**src/rtl/activation_scheduler_if.sv**
```systemverilog
// Bundle of the scheduler's vector handshakes and shared-activation-unit link.
// Latency: none (wires only).
// Backpressure: carries in_valid/in_ready and out_valid/out_ready; no storage here.
interface activation_scheduler_if #(
    parameter int N  = 4,
    parameter int W  = 8,
    parameter int CW = 2
);
    logic             in_valid;
    logic             in_ready;
    logic [N*W-1:0]   in_z;
    logic [W-1:0]     act_z;
    logic [W-1:0]     act_a;
    logic             out_valid;
    logic             out_ready;
    logic [N*W-1:0]   out_a;
    logic             busy;
    logic [CW-1:0]    idx;

    // Scheduler side
    modport slave (
        input  in_valid, in_z, act_a, out_ready,
        output in_ready, act_z, out_valid, out_a, busy, idx
    );

    // Upstream/downstream/activation-unit side
    modport master (
        output in_valid, in_z, act_a, out_ready,
        input  in_ready, act_z, out_valid, out_a, busy, idx
    );
endinterface

```
**src/rtl/activation_scheduler.sv**
```systemverilog
// Time-multiplexes one shared combinational activation unit over an N-element vector.
// Latency: capture edge = cycle 0, RUN on cycles 1..N, out_valid from cycle N+1; one vector per N+2 cycles.
// Backpressure: in_ready low from capture until the result is taken; out_a held in DONE until out_ready.
module activation_scheduler #(
    parameter int N  = 4,
    parameter int W  = 8,
    parameter int CW = 2
) (
    input  logic                  clk,
    input  logic                  rst,
    activation_scheduler_if.slave bus
);

    typedef enum logic [1:0] {
        IDLE = 2'd0,
        RUN  = 2'd1,
        DONE = 2'd2
    } state_t;

    localparam logic [CW-1:0] LAST = CW'(N - 1);

    state_t        state_q, state_d;
    logic [CW-1:0] cnt_q, cnt_d;
    logic [W-1:0]  zbuf [N];
    logic [W-1:0]  rbuf [N];
    logic          capture;

    // A vector is only taken while idle; in_valid in RUN/DONE has no effect.
    assign capture = (state_q == IDLE) && bus.in_valid;

    // State and element counter registers
    always_ff @(posedge clk) begin
        if (rst) begin
            state_q <= IDLE;
            cnt_q   <= '0;
        end else begin
            state_q <= state_d;
            cnt_q   <= cnt_d;
        end
    end

    // Operand buffer: private snapshot of in_z so upstream may change it after capture
    always_ff @(posedge clk) begin
        if (rst) begin
            for (int i = 0; i < N; i++) zbuf[i] <= '0;
        end else if (capture) begin
            for (int i = 0; i < N; i++) zbuf[i] <= bus.in_z[W*i +: W];
        end
    end

    // Result buffer: one activated element written per RUN cycle, kept after hand-off
    always_ff @(posedge clk) begin
        if (rst) begin
            for (int i = 0; i < N; i++) rbuf[i] <= '0;
        end else if (state_q == RUN) begin
            rbuf[cnt_q] <= bus.act_a;
        end
    end

    // Next-state and counter logic; counter stops at N-1 and never wraps
    always_comb begin
        state_d = state_q;
        cnt_d   = cnt_q;
        case (state_q)
            IDLE: begin
                if (bus.in_valid) begin
                    state_d = RUN;
                    cnt_d   = '0;
                end
            end
            RUN: begin
                if (cnt_q == LAST) state_d = DONE;
                else               cnt_d   = cnt_q + CW'(1);
            end
            DONE: begin
                if (bus.out_ready) begin
                    state_d = IDLE;
                    cnt_d   = '0;
                end
            end
            default: begin
                state_d = IDLE;
                cnt_d   = '0;
            end
        endcase
    end

    // Moore output decode from registered state, counter and buffers
    always_comb begin
        bus.in_ready  = 1'b0;
        bus.out_valid = 1'b0;
        bus.busy      = 1'b0;
        bus.act_z     = '0;
        bus.idx       = '0;
        bus.out_a     = '0;
        for (int i = 0; i < N; i++) bus.out_a[W*i +: W] = rbuf[i];
        case (state_q)
            IDLE: bus.in_ready = 1'b1;
            RUN: begin
                bus.busy  = 1'b1;
                bus.act_z = zbuf[cnt_q];
                bus.idx   = cnt_q;
            end
            DONE: begin
                bus.busy      = 1'b1;
                bus.out_valid = 1'b1;
            end
            default: bus.in_ready = 1'b0;
        endcase
    end

endmodule
```
**src/flat_wrapper.sv**
```systemverilog
// flat-port wrapper written by rule: the top's interface ports become plain ports
module activation_scheduler_flat 
#(
    parameter int N  = 4,
    parameter int W  = 8,
    parameter int CW = 2
)
  (clk, rst, bus_in_valid, bus_in_z, bus_act_a, bus_out_ready, bus_in_ready, bus_act_z, bus_out_valid, bus_out_a, bus_busy, bus_idx);
  activation_scheduler_if #(.N(N), .W(W), .CW(CW)) bus_i ();
  input  logic clk;
  input  logic rst;
  input wire logic [$bits(bus_i.in_valid)-1:0] bus_in_valid;
  input wire logic [$bits(bus_i.in_z)-1:0] bus_in_z;
  input wire logic [$bits(bus_i.act_a)-1:0] bus_act_a;
  input wire logic [$bits(bus_i.out_ready)-1:0] bus_out_ready;
  output wire logic [$bits(bus_i.in_ready)-1:0] bus_in_ready;
  output wire logic [$bits(bus_i.act_z)-1:0] bus_act_z;
  output wire logic [$bits(bus_i.out_valid)-1:0] bus_out_valid;
  output wire logic [$bits(bus_i.out_a)-1:0] bus_out_a;
  output wire logic [$bits(bus_i.busy)-1:0] bus_busy;
  output wire logic [$bits(bus_i.idx)-1:0] bus_idx;
  assign bus_i.in_valid = bus_in_valid;
  assign bus_i.in_z = bus_in_z;
  assign bus_i.act_a = bus_act_a;
  assign bus_i.out_ready = bus_out_ready;
  assign bus_in_ready = bus_i.in_ready;
  assign bus_act_z = bus_i.act_z;
  assign bus_out_valid = bus_i.out_valid;
  assign bus_out_a = bus_i.out_a;
  assign bus_busy = bus_i.busy;
  assign bus_idx = bus_i.idx;
  activation_scheduler #(.N(N), .W(W), .CW(CW)) u_core (.clk(clk), .rst(rst), .bus(bus_i));
endmodule
```
**config.mk**
```make
export PLATFORM = sky130hd
export DESIGN_NAME = activation_scheduler_flat
export DESIGN_NICKNAME = d
export VERILOG_FILES = /design/src/rtl/activation_scheduler_if.sv /design/src/rtl/activation_scheduler.sv /design/src/flat_wrapper.sv
export SDC_FILE = /design/constraint.sdc
export NUM_CORES = 1
export LEC_CHECK = 0
export CAP_MARGIN = 30
export CORE_MARGIN = 5
export CORE_UTILIZATION = 47
export DETAILED_ROUTE_END_ITERATION = 16
export GPL_TIMING_DRIVEN = 0
export PLACE_DENSITY = 0.8
export SLEW_MARGIN = 20
export SYNTH_ARGS = -nofsm -noshare
export SYNTH_HDL_FRONTEND = slang
export SYNTH_SLANG_ARGS = --single-unit
```
**constraint.sdc**
```tcl
create_clock -name clk -period 2.1 [get_ports clk]
set_input_delay 0.42 -clock clk [delete_from_list [all_inputs] [get_ports clk]]
set_output_delay 0.42 -clock clk [all_outputs]
set_load 0.1 [all_outputs]
```
# [Word level (Yosys, flattened, before mapping)]
# Memories as Yosys holds them, arrays and structs flattened. A register that Yosys moved wholly into a read port is not among the register bits.
# Cells that the tools add are included.
# Widths: inputs -> output; s select.
[totals] ff_bits=4 memories=2 ramBits=64 word_cells=51
[op_classes] bitwise_logic=4 n_reduce_logical=6 n_eq_ne=7 mux=29 add_sub_neg=1
[mem_list] name="u_core.rbuf" words=4 width=8 read_ports=4 rd_ports_with_merged_regs=0 write_ports=4 line="activation_scheduler.sv:25" source="logic [W-1:0] rbuf [N];"
[mem_list] name="u_core.zbuf" words=4 width=8 read_ports=1 rd_ports_with_merged_regs=1 write_ports=4 line="activation_scheduler.sv:24" source="logic [W-1:0] zbuf [N];"
[ops] operator="$mux 8" count=6
[ops] operator="$mux 2" count=9
[ops] operator="$mux 1" count=12
[ops] operator="$pmux 2 s3" count=2
[ops] operator="$ne 2x2->1 const B" count=4
[ops] operator="$reduce_or 8->1" count=1
[ops] operator="$reduce_and 3->1" count=2
[ops] operator="$eq 2x2->1 const B" count=2
[ops] operator="$or 1x1->1" count=4
[ops] operator="$add 2x1->2 const B" count=1
[ops] operator="$eq 2x1->1 const B" count=1
[ops] operator="$logic_not 2->1" count=1
[ops] operator="$reduce_or 2->1" count=1
[ops] operator="$logic_and 1x1->1" count=1

# [Depth between registers and ports, before layout]
# Gate-level depths: netlist (run 1).
[logic_depth] word_depth=6 ltp_mapped=6 depth_no_buf=5

# [Worst setup path before layout (run 1)]
# Ideal clock, no wire load.
[synth_timing] path_type="register to register" from="register u_core.state_q[0]" to="memory u_core.zbuf[0][0] (enable)" period_less_slack_ns=2.599 t_required_ns=1.706 arrival_ns=2.205 stages_incl_launch_ff=5 setup_slack_ns=-0.499 cell_sequence="dfxtp_1 > inv_1 > ha_1 > nand2_1 > nand2b_1"
[synth_lines] element="from (decl)" line="activation_scheduler.sv:22" source="state_t state_q, state_d;"
[synth_lines] element="from (signal assigned)" line="activation_scheduler.sv:37" source="state_q <= state_d;"
[synth_lines] element="to (decl)" line="activation_scheduler.sv:24"

==> summary.md, run 1 <==
Net switching fraction of the power: 39.6%. The count of final max-slew check failures is 0. The data required time of the critical path was 1.68 ns; the I/O pin count was 89. Along the worst path, the maximum fanout reaches 8.

The fmax came out at 0.482 GHz. For the maximum vdd ir drop, the log shows 0.860 mV. Final weighted congestion of routability-driven global placement: 0.735.

The setup TNS is 0 ns. After synthesis, the share of flip-flops with an asynchronous set or reset is 0%. For the net switching power, the log shows 1.92 mW. The internal power is 2.94 mW, and the worst reg2reg path depth is 6.

The total overflow left after global routing is 0. The multi-input combinational cells in the finished layout cover a total of 973 um2. The die covers 8120 um2. The number of nets in the layout is 347, and the layout overhead on the synthesized area is 42.5%. Antenna diode count: 0. The tools report the max-slew headroom at the worst pin as 35.4%. The run gives 67.7% as the share of synthesized area occupied by flip-flops and latches. The tools report the half-perimeter wire length after placement as 4620 um.

The tools report the largest net degree at the start of global routing as 33. The part of the total power dissipated in the clock network is 22.2%. STA classifies the critical path endpoint as a primary output. The average wire per cell in the routed design is 16.5 um.

The worst setup path is of the flop to primary output kind. For this configuration, the core starts out at a cell density of 47.8%. The final-report hold violation count was 0; the placement row count was 29. The clock passes through at most 2 buffers. In the routed layout, each cell is associated on average with a via count of 4.88.

After filler insertion, the fill cell instance count of the layout stands at 468. Number of global-route vias before repair: 2,014. The flow ran to the end, and the final reports show no timing, DRC or antenna violations. In the routed design, unresolved DRC markers number 0. Cells with a size suffix above 1 make up 18.5% of the layout.

The total CTS buffers was 9; the worst slack on hold paths was 0.507 ns. The worst hold path depth works out to 2. The run gives 0 as the post-CTS repair timing setup buffer count.

Once routing completed, OpenROAD measured the worst setup slack at 0.0260 ns. The min-delay analysis places its worst path in the category flop to flop. In this run, the number of DRC markers left after iteration 0 of detailed routing was 115.

Per report_power, the sequential group accounts for 38.9% of the total. Yosys instantiated no cell more often than and2_1. Counting flops and latches in the post-synthesis netlist gives 70. For this design the ratio of total power to cell area is 1130 nW/um2. Port buffering added 88 buffers. The tools report the sequential cell area as 2040 um2.

Fraction of synthesized cell area taken by the top area cell type: 63.7%. The worst setup path is launched from a flop. The number of nets in the synthesized netlist is 249.

The run gives 6260 um as the wire length after detailed routing. The H-tree generated during clock tree synthesis spans 3 levels. After layout, the minimum clock period comes to 2.07 ns. The tree is rooted in a clkbuf_8. For the leakage dissipation, the log shows 1.73 nW. Overall fraction of global-route tracks in use: 16.3%. Yosys attributes the largest share of cell area to edfxtp_1 64%, and2_1 16%, mux4_2 6.0%, dfxtp_1 4.0%, ha_1 2.5%.

The mapped netlist covers 3020 um2. At the pin with the least slew margin, the transition time is 0.972 ns. For the worst-skew pair, the clock arrives at the later sink with an insertion delay of 0.34 ns. Cell taking the most area after synthesis: edfxtp_1. The post-detailed-route count of antenna-violating nets is 0, and the detailed-routing iteration count for the pre-antenna-repair pass is 5. Yosys mapped the design onto 21 distinct sky130hd cell types. For the number of antenna violations at the first check in global routing, the log shows 0. The dominant register cell in the synthesized netlist was edfxtp_1. The commonest cells after synthesis are 75 x and2_1, 64 x edfxtp_1, 8 x mux4_2, 8 x nand2b_1.

Via total after detailed routing: 1,849. The worst path uses 98.8% of the clock period. The data arrival time of the critical path is 1.65 ns, and the max capacitance violation total is 0. Setup repair after global routing could not meet its margin everywhere.

Setup violations remaining at the end of the flow were counted as 0. The number of hold buffers added after CTS was 0. The logs give 10,300 um for the first-pass GRT wire length and 70 for the number of sinks handled by clock tree synthesis. The die is 90.1 um wide.

TritonCTS built the clock tree. In this run, synthesis inferred 64 flip-flops with an integrated enable. Combinational logic is responsible for 38.9% of the overall power.

The die height is 90.1 um, and the worst-case setup slack after placement is -0.740 ns. The clock transition at the registers of the reported paths was 0.07 ns; the standard cell core area was 6310 um2. The power after layout is 4.86 mW, and the number of warnings reported in the yosys synthesis log is 0.

Averaged over all synthesized cells, the footprint is 15.2 um2. Between clock sinks in the finished design, the worst skew comes to 0.00750 ns. The tools report the count of mapped cells out of synthesis as 199.
worst paths after layout:
check	startpoint	endpoint	slack, ns
min reg2reg	u_core.state_q[1]$_SDFFE_PP0P_	u_core.state_q[1]$_SDFFE_PP0P_	0.51
max	flop	bus_act_z[3]	0.03
max reg2reg	u_core.state_q[1]$_SDFFE_PP0P_	u_core.zbuf[0][1]$_SDFFCE_PN0P_	0.32
min	u_core.state_q[1]$_SDFFE_PP0P_	u_core.state_q[1]$_SDFFE_PP0P_	0.51
cell families (layout without fill, tap and decap cells):
logic type / after synthesis / after routing / synth area share (%)
muxes: 10 / 10 / 6.64
AOI/OAI and AO/OA: 6 / 6 / 1.33
buffers and inverters: 10 / 113 / 1.49
and+or+nand+nor: 97 / 97 / 20.4
adders and majority gates: 6 / 6 / 2.49
DFF: 70 / 70 / 67.7
sequential cells by signal, summed over array words and instances, names as in the netlist, named ones only:
signal	cells
u_core.zbuf	32
u_core.cnt_q	2
u_core.rbuf	32
u_core.state_q	2
worst max-delay path, cell delays in order (launching register included):
cell     delay, ns
dfxtp_2       0.34
buf_12        0.14
mux4_2        0.51
and2_4        0.17
buf_12        0.16
what timing repair did:
action / 4_1_cts / 5_1_grt
pin swaps: 3 / 5
endpoints found under the setup margin: 45 / 44
gates resized for setup: 143 / 8
routing by layer:
| layer | vias up | GRT usage, % | wire (um) | part of all wire [%] |
|---|---|---|---|---|
| li1 | 898 | - | - | - |
| met3 | 10 | 6.26 | 505 | 8.1 |
| met2 | 84 | 25.6 | 3100 | 50 |
| met4 | 0 | 5.71 | 101 | 1.6 |
| met1 | 857 | 20.6 | 2550 | 41 |
| met5 | - | 0 | 0 | 0 |
per-stage QoR:
step | utilization, % | std cells | cell area (um2)
5_1_grt | 68.1 | 379 | 4300
6_report | 68.1 | 379 | 4300
2_1_floorplan | - | 199 | 3020
4_1_cts | 67.9 | 379 | 4280
3_3_place_gp | 63.4 | 364 | 4000
3_5_place_dp | 63.4 | 364 | 4000
power by group through the flow:
stage                     Clock (mW)  Sequential (mW)  Combinational, mW
after CTS                       1.09             1.89               1.89
after floorplan                    0             2.36              0.922
after global placement             0             1.90               1.78
after global routing            1.16             1.92               1.99
after detailed placement           0             1.92               1.80
final                           1.08             1.89               1.89
layout by cell type (no fill, tap or decap), types with 3 or more instances in the layout:
cell type	netlist	layout
nor2b_1	3	3
mux4_2	8	8
nor3_2	3	3
dfxtp_1	6	5
inv_1	3	3
nand2b_1	8	7
clkbuf_8	0	10
ha_1	6	4
dlygate4sd2_1	0	32
and2_4	0	8
and2_1	75	66
buf_12	0	10
clkdlybuf4s50_1	0	43
edfxtp_1	64	64
clkbuf_1	6	5
final cells by class:
| cell class | instances | area share [%] |
|---|---|---|
| Sequential cell | 70 | 47.5 |
| Multi-Input combinational cell | 119 | 22.6 |
| Timing Repair Buffer | 88 | 21.5 |
| Clock buffer | 10 | 2.97 |
| Tap cell | 77 | 2.24 |
| Clock inverter | 6 | 1.66 |
| Buffer | 6 | 1.14 |
| Inverter | 3 | 0.262 |
No activity file was read; power rests on OpenSTA's default activity.
==> run 2, diff against run 1 <==
Settings changed: CORE_UTILIZATION 47 to 55, DONT_BUFFER_PORTS from default to 1, PLACE_DENSITY 0.8 to 0.7.
==> run 2 against run 1 <==
Sequential power grew 25%. Setup slack better by 0.047 ns. Power shrank 4.2%. Combinational power down 39%. Sequential share of layout area increased by 13 points. Non-clock buffer count shrank 88. Critical path type unchanged.
==> summary.md, run 2 (synthesis results as in run 1) <==
The flow ran to the end, and the final reports show no timing, DRC or antenna violations. The slowest stage cell on the critical path was dfxtp_1. Once placement completed, the tool counted placed cells totaling 271. The number of global-route vias before repair was 1,653; the initial cell density of the core was 55.8%.

The filler cells instantiated in the layout total 401. For the pin with the worst max-slew slack, the measured transition is 0.929 ns. The power per standard cell area works out to 1380 nW/um2.

Post-CTS timing repair inserted 0 buffers for setup. The first routing iteration left 58 violations. Setup slack on the critical path of the routed design comes to 0.0731 ns.

Per report_power, the clock group accounts for 24.3% of the total. The DRC violation count after routing was 0. The most frequent standard cell in the layout excluding fill and tap cells is and2_1. The overall fraction of global-route tracks in use was 16.8%; the data arrival time of the critical path was 1.61 ns.

The clock drives 70 sinks. The H-tree was split into 3 levels. Once layout is complete, the utilization of the core stands at 62.6%. The count of buffers added on input and output ports is 0. For this run, the top clock speed supported by timing is 0.493 GHz. Share of the clock period used by the worst path: 96.5%.

The logs give 24.7% for the fraction of power consumed by combinational cells and 0 for the antenna diode count. In this run the worst path has a maximum fanout of 8. Before antenna repair, the detailed router went through 4 iterations. The via total after detailed routing came out at 1,576.

The worst register-to-register path ends at u_core.zbuf[0][6]$_SDFFCE_PN0P_. Start-to-end type of the worst setup path: flop to primary output. The run gives 0.09 ns as the minimum setup slack among reg-to-reg paths.

Traced cell by cell, the critical path runs through mux4_2, and2_4. The first global-routing pass estimated 8760 um of wire. The tools report the post-detailed-route count of antenna-violating nets as 0. The root buffer selected by CTS is clkbuf_8. TritonCTS built the clock tree. On the worst path, the slowest cell contributes a delay of 0.61 ns. The count of final max-slew check failures was 0. Final hold analysis gives a worst-case slack of 0.273 ns. From synthesis to final layout, the design area changed by 12.2%. From left edge to right edge, the die measures 84.1 um.

The number of buffers on the longest clock path is 2. Across the run, the number of max-cap violations was 0. The wire length after detailed routing was 5650 um; the clock transition at the registers of the reported paths was 0.08 ns.

After the last flow step, the layout net total stands at 259. Cells with a size suffix above 1 make up 21.0% of the layout. Across the routed clock network, the largest skew measured is 0.00703 ns. Setup repair after global routing could not meet its margin everywhere. In this run, flip-flops and latches consume 51.0% of the power. For the final-report hold violation count, the log shows 0.

The floorplan die area is 7070 um2. The run gives 27 as the placement row count. Headroom to the max-slew limit came out at 38.2%. The final weighted congestion of routability-driven global placement came out at 0.753. For this design the static power due to leakage is 1.28 nW. The critical path ends at bus_act_z[6].

Category of the worst setup path launch point: a flop. The number of antenna violations at the first check in global routing is 0. Net switching is 38.7% of the power. Pin placement for this block handled 89 I/O pins. The core region is 5410 um2.

The later-pin clock latency in the skew report is 0.33 ns. The worst hold path belongs to the class primary input to flop. After detailed routing, the average wire length per cell comes to 19.8 um. Entering global routing, the biggest net connects 33 pins. Counting the buffers created by CTS gives 9. Internal power comes to 2.85 mW. Startpoint of the lowest-slack register-to-register path: u_core.state_q[0]$_SDFFE_PP0P_. The worst setup path is captured at a primary output.

Data on the critical path is required at its endpoint by 1.68 ns. The largest registers in the layout are u_core.rbuf x32, u_core.zbuf x32. The top cell types in the final layout, fill and taps aside, are 65 x and2_1, 64 x edfxtp_1, 10 x clkbuf_8, 10 x and2_4, 8 x mux4_2. The worst-case setup slack after placement is -0.338 ns, and the net switching power is 1.80 mW. The smallest clock period supported by the final layout is computed as 2.03 ns. In the routed layout, each cell is associated on average with a via count of 5.51. The number of failing setup endpoints in the final timing report is 0, and the non-filler instance count after layout is 286. Summed over all layers, the global routing overflow is 0.

In this run the vertical extent of the chip is 84.1 um. Detailed placement finished with a half-perimeter wire length of 4120 um. The worst reg2reg path depth is 4, and the maximum vdd ir drop is 1.14 mV.
-- run 2: power by group through the flow --
| stage | sequential [mW] | clock, mW | combinational (mW) |
|---|---|---|---|
| 5_1_grt | 2.40 | 1.21 | 1.21 |
| 6_report | 2.37 | 1.13 | 1.15 |
| 3_5_place_dp | 2.40 | 0 | 1.04 |
| 3_3_place_gp | 2.38 | 0 | 1.01 |
| 4_1_cts | 2.37 | 1.16 | 1.14 |
| 2_1_floorplan | 2.36 | 0 | 0.922 |
-- run 2: critical path: cells and delay by family, from the launching register on --
kind | cells | cell delay, ns
flip-flops | 1 | 0.61
multiplexers | 1 | 0.38
AND/OR/NAND/NOR | 1 | 0.28
-- run 2: cell type report --
class | instances | area (um2) | share of cell area (%)
flip-flops and latches | 70 | 2040 | 60.4
multi-input cells | 119 | 985 | 29.1
clock buffers | 13 | 139 | 4.10
well taps | 72 | 90.1 | 2.66
clock inverters | 3 | 68.8 | 2.03
plain buffers | 6 | 47.5 | 1.40
inverters | 3 | 11.3 | 0.333
-- run 2: how the worst min path moves through the flow --
| stage | to | cells past startpoint | startpoint |
|---|---|---|---|
| 3_3_place_gp | u_core.state_q[1]$_SDFFE_PP0P_ | 2 | u_core.state_q[1]$_SDFFE_PP0P_ |
| 5_1_grt | u_core.zbuf[1][4]$_SDFFCE_PN0P_ | 1 | bus_in_z[12] |
| 4_1_cts | u_core.state_q[1]$_SDFFE_PP0P_ | 2 | rst |
| 2_1_floorplan | u_core.state_q[1]$_SDFFE_PP0P_ | 2 | u_core.state_q[1]$_SDFFE_PP0P_ |
| 3_5_place_dp | u_core.state_q[0]$_SDFFE_PP0P_ | 2 | u_core.state_q[0]$_SDFFE_PP0P_ |
| 6_report | u_core.zbuf[1][4]$_SDFFCE_PN0P_ | 1 | bus_in_z[12] |
-- run 2: through the flow --
stage               cell area (um2)  power [mW]  setup TNS (ns)
global placement               3110        3.39           -6.28
global route                   3380        4.82         -0.0296
detailed placement             3110        3.44          -12.34
floorplan                      3020        3.28               0
finish                         3380        4.65               0
CTS                            3370        4.67               0
-- run 2: layer usage --
| layer | routed length, um | vias to the layer above | share of wire [%] | track usage, % |
|---|---|---|---|---|
| met5 | 0 | - | 0 | 0 |
| met4 | 53 | 0 | 0.94 | 6.58 |
| met3 | 407 | 6 | 7.2 | 6.91 |
| met2 | 2950 | 62 | 52 | 27.8 |
| met1 | 2240 | 787 | 40 | 19.2 |
| li1 | - | 721 | - | - |
-- run 2: timing repair --
action / in CTS / in global routing
resized for setup: 25 / 9
pin swaps: 1 / 1
setup endpoints to repair: 89 / 48
hold buffers: 0 / 0
